### src/rtl/me_sprite_addr_gen_if.sv
// Scan-position / animation-control bundle between the player logic and the sprite
// address generator. The master drives scan, position and control; the slave returns ROM selectors.
interface me_sprite_addr_gen_if;
    logic        frame_clk;
    logic [9:0]  DrawX;
    logic [9:0]  DrawY;
    logic [9:0]  PosX;
    logic [9:0]  PosY;
    logic        walk;
    logic        attack;
    logic        facing_left;
    logic [7:0]  state;
    logic [15:0] relative_address;
    logic        in_sprite_q;
    logic        busy;

    modport master (
        output frame_clk, DrawX, DrawY, PosX, PosY, walk, attack, facing_left,
        input  state, relative_address, in_sprite_q, busy
    );

    modport slave (
        input  frame_clk, DrawX, DrawY, PosX, PosY, walk, attack, facing_left,
        output state, relative_address, in_sprite_q, busy
    );
endinterface

### src/rtl/me_sprite_addr_gen.sv
// Player animation FSM plus registered sprite ROM address / pixel-valid generation.
// Optional horizontal mirroring is compiled in with `define ME_FLIP_EN.
module me_sprite_addr_gen #(
    parameter int W_IDLE    = 100,
    parameter int W_ATK     = 120,
    parameter int H         = 100,
    parameter int WALK_HOLD = 8,
    parameter int ATK_HOLD  = 4
) (
    input logic                 Clk,
    input logic                 Reset,
    me_sprite_addr_gen_if.slave bus
);

    localparam int MAX_HOLD = (WALK_HOLD > ATK_HOLD) ? WALK_HOLD : ATK_HOLD;
    localparam int CW       = (MAX_HOLD < 2) ? 1 : $clog2(MAX_HOLD);

    typedef enum logic [2:0] {
        S_IDLE,
        S_WALK_A,
        S_WALK_B,
        S_ATK0,
        S_ATK1,
        S_ATK2,
        S_REC0,
        S_REC1
    } anim_e;

    anim_e          cur_state;
    anim_e          nxt_state;
    logic [CW-1:0]  hold_cnt;
    logic [CW-1:0]  hold_nxt;
    logic           walk_done;
    logic           atk_done;

    logic           fc_q;
    logic           fc_armed;
    logic           tick;

    logic [7:0]     code;
    logic [15:0]    w;
    logic           busy_c;

    logic [10:0]    dx;
    logic [10:0]    dy;
    logic [15:0]    col;
    logic           hit;
    logic [15:0]    addr;

    logic [15:0]    addr_q;
    logic           hit_q;
    logic           in_sprite_qq;

    // ---------------- frame tick edge detect ----------------
    // fc_armed stays low until frame_clk has been seen low, so a level that is already high
    // when reset releases does not count as a rising edge.
    always_ff @(posedge Clk) begin
        // NOTE: sequential state uses non-blocking assignments so every flop samples pre-edge values.
        if (Reset) begin
            fc_q     <= 1'b0;
            fc_armed <= ~bus.frame_clk;
        end else begin
            fc_q <= bus.frame_clk;
            if (!bus.frame_clk)
                fc_armed <= 1'b1;
        end
    end

    assign tick = bus.frame_clk & ~fc_q & fc_armed;

    // ---------------- FSM: state register ----------------
    always_ff @(posedge Clk) begin
        if (Reset) begin
            cur_state <= S_IDLE;
            hold_cnt  <= '0;
        end else if (tick) begin
            cur_state <= nxt_state;
            hold_cnt  <= hold_nxt;
        end
    end

    // ---------------- FSM: next state ----------------
    assign walk_done = (hold_cnt == CW'(WALK_HOLD - 1));
    assign atk_done  = (hold_cnt == CW'(ATK_HOLD - 1));

    always_comb begin
        // NOTE: defaults first so every path assigns every output and no latch is inferred.
        nxt_state = cur_state;
        case (cur_state)
            S_IDLE: begin
                if (bus.attack)
                    nxt_state = S_ATK0;
                else if (bus.walk)
                    nxt_state = S_WALK_A;
            end
            S_WALK_A, S_WALK_B: begin
                if (bus.attack)
                    nxt_state = S_ATK0;
                else if (!bus.walk)
                    nxt_state = S_IDLE;
                else if (walk_done)
                    nxt_state = (cur_state == S_WALK_A) ? S_WALK_B : S_WALK_A;
            end
            S_ATK0:  if (atk_done) nxt_state = S_ATK1;
            S_ATK1:  if (atk_done) nxt_state = S_ATK2;
            S_ATK2:  if (atk_done) nxt_state = S_REC0;
            S_REC0:  if (atk_done) nxt_state = S_REC1;
            S_REC1:  if (atk_done) nxt_state = S_IDLE;
            default: nxt_state = S_IDLE;
        endcase

        // Hold count restarts on every entry; idle never needs it.
        if (nxt_state != cur_state || cur_state == S_IDLE)
            hold_nxt = '0;
        else
            hold_nxt = hold_cnt + 1'b1;
    end

    // ---------------- FSM: outputs ----------------
    // Code and width both decode the same state register, so they always switch together.
    always_comb begin
        code   = 8'h01;
        w      = 16'(W_IDLE);
        busy_c = 1'b0;
        case (cur_state)
            S_IDLE:   code = 8'h01;
            S_WALK_A: code = 8'h01;
            S_WALK_B: code = 8'h02;
            S_ATK0:   begin code = 8'h06; w = 16'(W_ATK); busy_c = 1'b1; end
            S_ATK1:   begin code = 8'h07; w = 16'(W_ATK); busy_c = 1'b1; end
            S_ATK2:   begin code = 8'h09; w = 16'(W_ATK); busy_c = 1'b1; end
            S_REC0:   begin code = 8'h05; w = 16'(W_ATK); busy_c = 1'b1; end
            S_REC1:   begin code = 8'h08; w = 16'(W_ATK); busy_c = 1'b1; end
            default:  code = 8'h01;
        endcase
    end

    assign bus.state = code;
    assign bus.busy  = busy_c;

    // ---------------- address arithmetic ----------------
    // Bit 10 of the 11-bit difference is the sign, so positions left of / above the sprite never wrap.
    assign dx  = {1'b0, bus.DrawX} - {1'b0, bus.PosX};
    assign dy  = {1'b0, bus.DrawY} - {1'b0, bus.PosY};
    assign hit = ~dx[10] && ({5'b0, dx} < w) && ~dy[10] && ({5'b0, dy} < 16'(H));

`ifdef ME_FLIP_EN
    assign col = bus.facing_left ? (w - 16'd1 - {5'b0, dx}) : {5'b0, dx};
`else
    logic unused_facing_left;
    assign unused_facing_left = bus.facing_left;
    assign col                = {5'b0, dx};
`endif

    assign addr = hit ? ({5'b0, dy} * w + col) : 16'd0;

    // Two hit stages: one aligns with addr_q, one with the ROM's own output register.
    always_ff @(posedge Clk) begin
        if (Reset) begin
            addr_q       <= 16'd0;
            hit_q        <= 1'b0;
            in_sprite_qq <= 1'b0;
        end else begin
            addr_q       <= addr;
            hit_q        <= hit;
            in_sprite_qq <= hit_q;
        end
    end

    assign bus.relative_address = addr_q;
    assign bus.in_sprite_q      = in_sprite_qq;

endmodule

### src/flat_wrapper.sv
// flat-port wrapper written by rule: the top's interface ports become plain ports
module me_sprite_addr_gen_flat 
#(
    parameter int W_IDLE    = 100,
    parameter int W_ATK     = 120,
    parameter int H         = 100,
    parameter int WALK_HOLD = 8,
    parameter int ATK_HOLD  = 4
)
  (Clk, Reset, bus_frame_clk, bus_DrawX, bus_DrawY, bus_PosX, bus_PosY, bus_walk, bus_attack, bus_facing_left, bus_state, bus_relative_address, bus_in_sprite_q, bus_busy);
  me_sprite_addr_gen_if bus_i ();
  input logic Clk;
  input logic Reset;
  input wire logic [$bits(bus_i.frame_clk)-1:0] bus_frame_clk;
  input wire logic [$bits(bus_i.DrawX)-1:0] bus_DrawX;
  input wire logic [$bits(bus_i.DrawY)-1:0] bus_DrawY;
  input wire logic [$bits(bus_i.PosX)-1:0] bus_PosX;
  input wire logic [$bits(bus_i.PosY)-1:0] bus_PosY;
  input wire logic [$bits(bus_i.walk)-1:0] bus_walk;
  input wire logic [$bits(bus_i.attack)-1:0] bus_attack;
  input wire logic [$bits(bus_i.facing_left)-1:0] bus_facing_left;
  output wire logic [$bits(bus_i.state)-1:0] bus_state;
  output wire logic [$bits(bus_i.relative_address)-1:0] bus_relative_address;
  output wire logic [$bits(bus_i.in_sprite_q)-1:0] bus_in_sprite_q;
  output wire logic [$bits(bus_i.busy)-1:0] bus_busy;
  assign bus_i.frame_clk = bus_frame_clk;
  assign bus_i.DrawX = bus_DrawX;
  assign bus_i.DrawY = bus_DrawY;
  assign bus_i.PosX = bus_PosX;
  assign bus_i.PosY = bus_PosY;
  assign bus_i.walk = bus_walk;
  assign bus_i.attack = bus_attack;
  assign bus_i.facing_left = bus_facing_left;
  assign bus_state = bus_i.state;
  assign bus_relative_address = bus_i.relative_address;
  assign bus_in_sprite_q = bus_i.in_sprite_q;
  assign bus_busy = bus_i.busy;
  me_sprite_addr_gen #(.W_IDLE(W_IDLE), .W_ATK(W_ATK), .H(H), .WALK_HOLD(WALK_HOLD), .ATK_HOLD(ATK_HOLD)) u_core (.Clk(Clk), .Reset(Reset), .bus(bus_i));
endmodule
### config.mk
export PLATFORM = sky130hd
export DESIGN_NAME = me_sprite_addr_gen_flat
export DESIGN_NICKNAME = d
export VERILOG_FILES = /design/src/rtl/me_sprite_addr_gen_if.sv /design/src/rtl/me_sprite_addr_gen.sv /design/src/flat_wrapper.sv
export SDC_FILE = /design/constraint.sdc
export NUM_CORES = 1
export LEC_CHECK = 0
export BUFFER_PORTS_ARGS = -buffer_cell sky130_fd_sc_hd__buf_2
export CORE_MARGIN = 2
export CORE_UTILIZATION = 30
export CTS_CLUSTER_DIAMETER = 30
export CTS_CLUSTER_SIZE = 20
export DETAILED_ROUTE_END_ITERATION = 10
export SYNTH_ARGS = -nofsm -noshare
export SYNTH_HDL_FRONTEND = slang
export SYNTH_SLANG_ARGS = --single-unit
### constraint.sdc
create_clock -name Clk -period 6.2 [get_ports Clk]
set_input_delay 0.31 -clock Clk [delete_from_list [all_inputs] [get_ports Clk]]
set_output_delay 0.31 -clock Clk [all_outputs]
set_load 0.1 [all_outputs]
## Yosys cells after proc, flatten, opt, wreduce, memory -nomap -nowiden

Index checks and enable logic that the tools add are counted.

| operators by class | value |
|---|---|
| $lt $le $gt $ge | 2 |
| reduce and logical (&&, ||, !) cells | 9 |
| add/subtract/negate cells | 4 |
| equal/unequal tests | 11 |
| muxes and demuxes | 18 |
| multiply operators | 1 |
| bitwise logic cells | 7 |

Operators by type and width:

| operator | count |
|---|---|
| one-hot mux 8 bit (7 select lines) | 1 |
| two-way mux 3 bit | 11 |
| subtractor 10 x 10 -> 11 bit | 2 |
| one-hot mux 3 bit (7 select lines) | 1 |
| adder 16 x 11 -> 16 bit | 1 |
| multiplier 11 x 7 -> 16 bit | 1 |
| == test 3 bit (second input constant) | 5 |
| < comparator 11 x 7 -> 1 bit | 1 |
| < comparator 11 x 7 -> 1 bit (second input constant) | 1 |
| == test 3 x 2 -> 1 bit (second input constant) | 3 |
| OR reduction 2 bit | 3 |
| two-way mux 5 bit | 1 |
| NOT 1 bit | 5 |
| OR reduction 5 bit | 1 |
| adder 3 x 1 -> 3 bit (second input constant) | 1 |
| == test 3 x 1 -> 1 bit (second input constant) | 1 |
| logical AND 1 bit | 3 |
| zero test 3 bit | 1 |
| two-way mux 1 bit | 3 |
| inequality test 3 bit | 1 |
| AND 1 bit | 2 |
| two-way mux 2 bit | 1 |
| inequality test 2 bit (second input constant) | 1 |
| logical OR 1 bit | 1 |

| storage, ports and cells | value |
|---|---|
| output and inout port bits | 26 |
| register bits after elaboration | 26 |

## Logic depth before layout (Yosys ltp)

| depth | value |
|---|---|
| depth after elaboration | 9 |
| mapped depth | 24 |
| mapped depth without buffers | 24 |

## Worst setup path before layout

OpenSTA, ideal clock, no wires.

| path | value |
|---|---|
| path kind | input to register |
| start | input port bus_DrawY[0] |
| end | register u_core.addr_q[15] (netlist: u_core.bus.relative_address[15]) |
| path slack | 0.886 ns |
| stages | 22 |
| library setup time | 0.122 ns |
| path buffers | 0 |
| arrival time | 5.193 ns |
| data required time | 6.078 ns |
| cells stage by stage | inv_1 -> ha_1 -> fa_1 -> and2b_1 -> o21a_1 -> nor2_1 -> xnor2_1 -> and2_1 -> inv_1 -> fa_1 -> fa_1 -> fa_1 -> inv_1 -> fa_1 -> ha_1 -> o21a_1 -> o2111a_1 -> o31ai_1 -> nand2_1 -> nor4_1 -> o21ai_0 -> o311a_1 |

| between the ends | value |
|---|---|
| word-level cells in the longest chain between the ends | 6 |

RTL lines:

| element | RTL line | RTL |
|---|---|---|
| from (decl) | flat_wrapper.sv:16 | `input wire logic [$bits(bus_i.DrawY)-1:0] bus_DrawY;` |
| subtractor 10 x 10 -> 11 bit * | me_sprite_addr_gen.sv:144 | `assign dy = {1'b0, bus.DrawY} - {1'b0, bus.PosY};` |
| branches (longest 5 deep; another with multiplier 11 x 7 -> 16 bit) | -- |  |
| to (signal assigned) | me_sprite_addr_gen.sv:164 | `addr_q <= addr;` |
| to (decl) | me_sprite_addr_gen.sv:50 | `logic [15:0] addr_q;` |

Every way passes the cells marked *.
A chain may end at the register's enable or synchronous reset.

## Worst setup path after layout

| path | value |
|---|---|
| start | input port bus_PosY[0] |
| end | register u_core.addr_q[15] (netlist: u_core.bus.relative_address[15]) |

| between the ends | value |
|---|---|
| word-level cells in the longest chain between the ends | 6 |

RTL lines:

| element | RTL line | RTL |
|---|---|---|
| from (decl) | flat_wrapper.sv:18 | `input wire logic [$bits(bus_i.PosY)-1:0] bus_PosY;` |
| subtractor 10 x 10 -> 11 bit * | me_sprite_addr_gen.sv:144 |  |
| branches (longest 5 deep; another with multiplier 11 x 7 -> 16 bit) | -- |  |

Marks and branches as above.

==> flow_summary.json <==
{
  "wl_um": 8070,
  "die_x_um": 120,
  "first_pass_iters": 4,
  "portBuffers": 66,
  "r2r-end": "u_core.bus.relative_address[14]",
  "area_growth_pct": 15.9,
  "drt_iter0_markers": 92,
  "dieArea_mm2": 0.0143,
  "synth-edff-count": 1,
  "synth.distinct_cells": 59,
  "final.setup_skew_ns": 0.00284,
  "critical_path_class": "in2reg",
  "yosysWarnings": 0,
  "p_per_area_mw_per_mm2": 401,
  "layout-drive-gt1-share_pct": 14.8,
  "ios": 72,
  "whs_path_depth": 3,
  "maxCapViolCount": 0,
  "peakVddDrop_mv": 0.184,
  "viasPerCell": 4.53,
  "antenna_cells": 0,
  "post_cts_resized": 0,
  "cts_root_buf": "clkbuf_16",
  "h-tree-depth": 1,
  "worstReg2RegStart": "u_core.cur_state[1]",
  "period_needed_ns": 5.55,
  "crit_arrival_ns": 5.70,
  "coreArea_mm2": 0.0131,
  "ys_seq_area_share_pct": 13.3,
  "r2r_slack_ns": 1.08,
  "nets": 694,
  "overflow": 0,
  "tns_ns": 0,
  "cp-end-kind": "flip-flop",
  "cp_cell_sequence": "buf_2, ha_1, fa_1, and2b_1, o21a_1, nor2_1, xnor2_1, and2_1, inv_1, fa_1, fa_1, fa_1, inv_1, fa_1, ha_1, o21a_1, o2111a_1, o31ai_1, nand2_1, nor4_1, o21ai_0, o311a_1",
  "start_kind": "primary input",
  "synth-seq-cells": 26,
  "clock.fmax_ghz": 0.180,
  "synth_area_mm2": 0.00400,
  "cts_tree": "yes",
  "crit_top_cell": "fa_1",
  "cp_top_family": "adder cells",
  "p_leak_uw": 0.00243,
  "max_stage_delay_ns": 0.54,
  "path_buf_inv": 3,
  "wl_per_cell_um": 11.2,
  "track_usage_pct": 11.8,
  "clkSinkCount": 26,
  "slowest_stage": "fa_1",
  "fin_util_pct": 35.3,
  "avgSynthCellArea_um2": 8.37,
  "status": "finished clean",
  "critPathMaxFanout": 5,
  "ant_nets": 0,
  "numCtsBuffers": 3,
  "hp-class": "in2reg",
  "antenna_found_initial": 0,
  "rows": 42,
  "synthArstFlopShare_pct": 0,
  "grt_pass1_vias": 3281,
  "multi_input_area_mm2": 0.00308,
  "clock_path_buffers": 2,
  "worst_slew_pin_slew_ns": 0.753,
  "period_share_pct": 89.5,
  "setup_violations": 0,
  "cts_hold_buffers": 0,
  "start_util_pct": 30.5,
  "reg2reg_depth": 18,
  "slew_violations": 0,
  "route.detailed.drc": 0,
  "min-delay-start": "bus_PosX[0]",
  "grt_max_degree": 18,
  "hold_path_end": "u_core.bus.relative_address[0]",
  "synthFlopType": "dfxtp_1",
  "clk_pin_slew_ns": 0.06,
  "grt_first_pass_wirelength_um": 14100,
  "die-height_um": 120,
  "slew_headroom_pct": 49.6,
  "insertion_delay_ns": 0.27,
  "rsz0062_at_grt": "false",
  "routed-via-count": 3273,
  "syn-instance-count": 478,
  "hold_viol": 0,
  "gp_congestion": 0.848,
  "register_area_um2": 531,
  "worstPathRequired_ns": 6.35,
  "fill_cells": 1403,
  "dp.final_hpwl_um": 6990,
  "cts_setup_buffers": 0
}
cells by family after synthesis:
| family | Yosys count | share of synthesized area [%] |
|---|---|---|
| xor gates and xnor gates | 27 | 5.91 |
| AOI/OAI and AO/OA | 98 | 16.8 |
| buffers and inverters | 108 | 10.7 |
| DFF | 26 | 13.3 |
| other | 1 | 0.0937 |
| and+or+nand+nor | 115 | 14.8 |
| adders and majority gates | 101 | 37.9 |
| muxes | 2 | 0.500 |
metal layers:
metal	track usage, %	vias to the layer above	wire [µm]
met5	0	-	0
met2	20.5	82	3660
met1	15.3	1489	4020
li1	-	1691	-
met4	3.82	0	124
met3	1.05	11	274
registers in the layout, summed over array words and instances (netlist names):
| signal | count |
|---|---|
| u_core.hold_cnt | 3 |
| u_core.cur_state | 3 |
| u_core.fc_armed | 1 |
| u_core.hit_q | 1 |
| u_core.bus.relative_address | 16 |
| u_core.bus.in_sprite_q | 1 |
| u_core.fc_q | 1 |
layout make-up:
cell class | instances | share of cell area (%)
inverter | 96 | 7.77
clock inverter | 1 | 0.647
tap | 176 | 4.75
multi-input combinational | 353 | 66.3
sequential | 26 | 11.4
clock buffer | 3 | 1.62
timing repair buffer | 68 | 7.45
power by group:
part,internal (µW),switching (µW)
Clock,129,59.5
Sequential,171,2.81
Combinational,661,837
Total,961,899
metrics by stage:
step	hold slack (ns)	power (µW)	setup slack (ns)	cells	instance area (µm²)
global placement	0.432	1640	0.458	719	4530
detailed placement	0.422	1660	0.367	719	4530
finish	0.315	1860	0.653	723	4640
CTS	0.316	1880	0.629	723	4640
floorplan	0.414	1400	0.886	487	4040
global route	0.329	2140	0.254	723	4640
worst min-delay path: cells and delay by family:
| kind | cells | cell delay (ns) |
|---|---|---|
| buffers and inverters | 1 | 0.08 |
| and+or+nand+nor | 1 | 0.04 |
| adders and majority gates | 1 | 0.12 |
layout by cell type (no fill, tap or decap), drive strengths merged, types with 3 or more instances in the layout:
cell type	n
a21oi	20
and2	14
o31ai	3
nor2	39
dfxtp	25
fa	34
nand2b	8
nor2b	10
inv	96
a31oi	5
o21ai	25
o21a	11
buf	68
ha	66
o211ai	3
a21boi	3
conb	10
nor3b	3
xor2	8
clkbuf	3
xnor2	19
nand2	22
a211oi	5
a21o	8
nand3	3
nor3	6
worst max path at each step:
stage                            start                         endpoint  cells past startpoint
after detailed placement   bus_PosY[0]  u_core.bus.relative_address[15]                     22
after floorplan           bus_DrawY[0]  u_core.bus.relative_address[15]                     22
after global routing       bus_PosY[0]  u_core.bus.relative_address[15]                     22
after global placement     bus_PosY[0]  u_core.bus.relative_address[15]                     22
final                      bus_PosY[0]  u_core.bus.relative_address[15]                     22
after CTS                  bus_PosY[0]  u_core.bus.relative_address[15]                     22
synthesized netlist by cell type, types with 8 or more instances:
master / number / area, µm²
nor2_1: 39 / 146
and2_1: 14 / 87.6
a21oi_1: 19 / 95.1
nand2_1: 22 / 82.6
dfxtp_1: 25 / 500
xnor2_1: 19 / 166
inv_1: 96 / 360
ha_1: 66 / 826
fa_1: 34 / 681
xor2_1: 8 / 70.1
o21a_1: 11 / 82.6
a21o_1: 8 / 60.1
nor2b_1: 10 / 62.6
nand2b_1: 8 / 50.1
o21ai_0: 22 / 110
Note: power is estimated with default switching activity, not from simulation.
